<file path="src/rtl/iopad_bank_cfg.sv">
// N-channel I/O pad bank. Each channel has a bypass or registered path in each
// direction, set by a 4-bit slice of a serial config chain, plus one scan chain.
module iopad_bank_cfg #(
  parameter int NUM_CH    = 4,
  parameter int IN_STAGES = 2,
  localparam int CFG_BITS = 4
) (
  input  logic              iopad_clk,
  input  logic              global_reset,
  input  logic              config_enable,
  input  logic              ccff_head,
  output logic              ccff_tail,
  input  logic              scan_enable,
  input  logic              iopad_sc_in,
  output logic              iopad_sc_out,
  input  logic [NUM_CH-1:0] iopad_f2a_i,
  input  logic [NUM_CH-1:0] iopad_oe_i,
  output logic [NUM_CH-1:0] iopad_a2f_o,
  input  logic [NUM_CH-1:0] gfpga_pad_A2F,
  output logic [NUM_CH-1:0] gfpga_pad_F2A,
  output logic [NUM_CH-1:0] gfpga_pad_OE
);

  localparam int CFG_W  = CFG_BITS * NUM_CH;
  localparam int CH_LEN = 2 + IN_STAGES;
  localparam int CHAIN  = CH_LEN * NUM_CH;

  // Slice layout within one channel's cfg nibble
  localparam int B_OUT_REG = 0;
  localparam int B_IN_REG  = 1;
  localparam int B_OE_REG  = 2;
  localparam int B_INV     = 3;

  logic [CFG_W-1:0] cfg;

  // All data FFs in scan order: per channel out_ff, oe_ff, in_ff[0..IN_STAGES-1]
  logic [CHAIN-1:0] chain;
  logic [CHAIN-1:0] chain_nxt;

  always_ff @(posedge iopad_clk or posedge global_reset) begin
    if (global_reset) begin
      cfg <= '0;
    end else if (config_enable) begin
      cfg <= {cfg[CFG_W-2:0], ccff_head};
    end
  end

  always_comb begin
    chain_nxt = chain;
    if (config_enable) begin
      chain_nxt = chain;
    end else if (scan_enable) begin
      chain_nxt = {chain[CHAIN-2:0], iopad_sc_in};
    end else begin
      for (int k = 0; k < NUM_CH; k++) begin
        chain_nxt[k*CH_LEN]     = iopad_f2a_i[k];
        chain_nxt[k*CH_LEN + 1] = iopad_oe_i[k];
        chain_nxt[k*CH_LEN + 2] = gfpga_pad_A2F[k];
        for (int i = 1; i < IN_STAGES; i++) begin
          chain_nxt[k*CH_LEN + 2 + i] = chain[k*CH_LEN + 1 + i];
        end
      end
    end
  end

  always_ff @(posedge iopad_clk or posedge global_reset) begin
    if (global_reset) begin
      chain <= '0;
    end else begin
      chain <= chain_nxt;
    end
  end

  assign ccff_tail    = cfg[CFG_W-1];
  assign iopad_sc_out = chain[CHAIN-1];

  // Output muxes track cfg live, so they change as config bits shift past
  always_comb begin
    gfpga_pad_F2A = '0;
    gfpga_pad_OE  = '0;
    iopad_a2f_o   = '0;
    for (int k = 0; k < NUM_CH; k++) begin
      gfpga_pad_F2A[k] = (cfg[k*CFG_BITS + B_OUT_REG] ? chain[k*CH_LEN] : iopad_f2a_i[k])
                         ^ cfg[k*CFG_BITS + B_INV];
      gfpga_pad_OE[k]  = (cfg[k*CFG_BITS + B_OE_REG] ? chain[k*CH_LEN + 1] : iopad_oe_i[k])
                         & ~config_enable & ~global_reset;
      iopad_a2f_o[k]   = cfg[k*CFG_BITS + B_IN_REG] ? chain[k*CH_LEN + 1 + IN_STAGES]
                                                    : gfpga_pad_A2F[k];
    end
  end

endmodule
</file>
<file path="config.mk">
export PLATFORM = sky130hd
export DESIGN_NAME = iopad_bank_cfg
export DESIGN_NICKNAME = d
export VERILOG_FILES = /design/src/rtl/iopad_bank_cfg.sv
export SDC_FILE = /design/constraint.sdc
export NUM_CORES = 1
export LEC_CHECK = 0
export CAP_MARGIN = 25
export CORE_UTILIZATION = 35
export CTS_CLUSTER_DIAMETER = 60
export CTS_CLUSTER_SIZE = 14
export DETAILED_ROUTE_END_ITERATION = 16
export GPL_ROUTABILITY_DRIVEN = 1
export GPL_TIMING_DRIVEN = 0
export PLACE_DENSITY = 0.62
export SYNTH_ARGS = -nofsm -noshare
export SYNTH_HDL_FRONTEND = slang
export SYNTH_SLANG_ARGS = --single-unit
</file>
<file path="constraint.sdc">
create_clock -name iopad_clk -period 1.4 [get_ports iopad_clk]
set_input_delay 0.21 -clock iopad_clk [delete_from_list [all_inputs] [get_ports iopad_clk]]
set_output_delay 0.21 -clock iopad_clk [all_outputs]
set_load 0.05 [all_outputs]
</file>
==> out/results.ini, run 1 <==
[critical_path]
crit_end=gfpga_pad_F2A[1]
reg2reg_from=cfg[13]$_DFFE_PP0P_
critPathMaxFanout=3
cpMaxStageDelayCell=dfrtp_1
cp-start-kind=flop
path_depth=3
rr_worst_depth=2
r2r_slack_ns=0.48
path_cells=mux2i_2, xnor2_2, buf_6
rr_endpoint=cfg[13]$_DFFE_PP0P_
crit_family=flip-flops
crit_buf_inv=1
end_kind=output port
required_ns=1.19
slowest_delay_ns=0.40
path_class=reg2out
arrival_ns=1.26
setup.worst_path.start=cfg[4]$_DFFE_PP0P_

[clock_network]
cts_buffer_depth=2
htree_levels=2
clkTransAtPathRegs_ns=0.07
cts_tree=done
clock-sinks=32
cts_made_buffers=5
insertion_delay_ns=0.28
cts_root_buffer=clkbuf_8

[pwr]
ir_worst_vdd_uv=754
p_leak_nw=0.982
p_per_area_nw_per_um2=1770
p_total_w=0.00380

[yosys]
synth_edf_count=0
synth_cell_type_count=11
syn-num-nets=133
synth_top_area_share_pct=52.2
synth_area_leaders=dfrtp_1 52%, mux2_2 18%, mux2i_1 13%, o21ai_2 4.6%, buf_6 4.4%
yosys.area.top_type=dfrtp_1
syn_area_sq_um=1530
yosysWarnings=0
synth_most_common_cell=dfrtp_1
netlist_instances=115
synthArstFlopShare_pct=100
avgSynthCellArea_sq_um=13.3
synth_seq_cells=32
synth_common_cells=32 x dfrtp_1, 24 x mux2_2, 20 x mux2i_1, 12 x nand2_1, 8 x o21ai_2
synth_top_flop_cell=dfrtp_1
yosysSeqAreaShare_pct=52.2

[cells_and_area]
drive_gt1_share_pct=48.8
nets=179
finalInstanceArea_sq_um=2140
area_growth_pct=39.9
antenna_cells=0
fin_cells=212

[place]
dp_hpwl_mm=2.27
numPortBuffers=30
placed_cells=196
place_congestion=0.764
dpl_cell_area_sq_um=1950

[grt]
antenna_found_initial=0
grt.total_usage_pct=16.5
grt_pass1_vias=1134
grt_overflow=0
grt_max_degree=22
grt_pass1_wl_mm=5.43

[timing]
rsz0062_at_grt=true
fin_skew_ns=0.00511
finalHoldViolCount=0
slew_headroom_pct=64.0
setup_ws_ns=-0.0711
worst_pin_slew_ns=0.540
holdWs_ns=0.161
period_needed_ns=1.47
fmax_mhz=680
finalCritPeriodShare_pct=105
fin_tns_setup_ns=-0.270
finalSetupViolCount=7
drv_slew=0

[routing]
drtAntennaViolNets=0
drtPass1Iterations=4
drc_errors=0
post_drt_wl_per_cell_microns=15.3
vias=1039
via_per_inst=4.90
drt_iter0_drc=77
routed_wl_mm=3.24

[min_path]
hold_path_class=in2reg
hp-start=config_enable

[floorplanning]
die-width_microns=68.2
fp.coreArea_sq_um=4120
die_height_microns=68.2
die-area_sq_um=4650
core.rowCount=23
initial_utilization_pct=37.2
io_pins=32

[run]
maxCapViolations=0

[status]
status=complete, but fails checks
violations=negative setup slack

-- report_power, final --
part,internal [W],leakage (nW),switching (W)
logic,0.000827,0.541,0.000848
registers,0.00117,0.390,0.000229
clock network,0.000392,0.0510,0.000341
-- metal layers --
metal	part of all wire, %	vias to the layer above	GRT usage [%]
li1	-	503	-
met1	44	510	20.0
met2	51	20	27.3
met3	3.7	6	5.50
met4	1.5	0	5.47
met5	0	-	0
-- worst reg2reg max path: cells and delay by family, from the launching register on --
kind | cells | cell delay (ns)
mux | 1 | 0.25
flops | 1 | 0.41
buf+inv | 1 | 0.15
-- worst min path at each step --
stage / to / slack (ns) / cells past startpoint
final: chain[12]$_DFFE_PP0N_ / 0.16 / 2
after global routing: chain[10]$_DFFE_PP0N_ / 0.15 / 2
after CTS: chain[8]$_DFFE_PP0N_ / 0.16 / 2
after detailed placement: chain[8]$_DFFE_PP0N_ / 0.46 / 2
after global placement: chain[12]$_DFFE_PP0N_ / 0.46 / 2
after floorplan: cfg[0]$_DFFE_PP0P_ / 0.33 / 1
-- state kept, by name (all words and copies together), names as in the netlist --
name,cells
chain,16
cfg,16
-- repair_timing --
item / CTS / global route
hold buffers: 0 / 0
endpoints found under the setup margin: 14 / 13
gates resized for setup: 94 / 8
pin swaps: 0 / 1
buffers inserted: 7 / 1
-- cell usage in the layout (no fill, tap or decap), drive strengths merged --
cell type	instances
clkdlybuf4s15	1
clkinv	2
dlygate4sd2	1
dfrtp	32
mux2	24
buf	27
o21ai	12
clkbuf	7
nor3	4
inv	1
clkdlybuf4s50	15
mux2i	20
nand2	12
xnor2	4
-- final cells by class --
type / instances / area (sq um)
sequential: 32 / 801
multi-input combinational: 76 / 723
fill: 378 / 1970
clock buffer: 6 / 82.6
tap: 50 / 62.6
clock inverter: 2 / 10.0
inverter: 1 / 3.75
buffer: 6 / 67.6
timing repair buffer: 39 / 394
-- per-stage QoR --
| step | worst slack (ns) | utilization [%] |
|---|---|---|
| 2_1_floorplan | -0.368 | - |
| 3_3_place_gp | -0.654 | 46.8 |
| 3_5_place_dp | -0.665 | 47.5 |
| 4_1_cts | -0.0919 | 51.4 |
| 5_1_grt | -0.140 | 52.1 |
| 6_report | -0.0711 | 52.1 |
-- logic make-up (layout without fill, tap and decap cells) --
family	count (synthesis)	count (layout)	share of synthesized area, %
and+or+nand+nor	16	16	4.24
AOI/OAI and AO/OA	12	12	5.88
muxes	44	44	30.7
DFF	32	32	52.2
xor gates and xnor gates	4	4	2.29
buffers and inverters	7	54	4.65
No activity file was read; power rests on OpenSTA's default activity.
==> run 2, diff against run 1 <==
--- a/config.mk
+++ b/config.mk
@@ -5,6 +5,7 @@
 export SDC_FILE = /design/constraint.sdc
 export NUM_CORES = 1
 export LEC_CHECK = 0
+export ABC_CLOCK_PERIOD_IN_PS = 1400
 export CAP_MARGIN = 25
 export CORE_UTILIZATION = 35
 export CTS_CLUSTER_DIAMETER = 60
@@ -12,6 +13,7 @@
 export DETAILED_ROUTE_END_ITERATION = 16
 export GPL_ROUTABILITY_DRIVEN = 1
 export GPL_TIMING_DRIVEN = 0
+export HOLD_SLACK_MARGIN = 0.02
 export PLACE_DENSITY = 0.62
 export SYNTH_ARGS = -nofsm -noshare
 export SYNTH_HDL_FRONTEND = slang
==> results of run 2 <==
Final layout, timing and power as in run 1 (identical DEF).
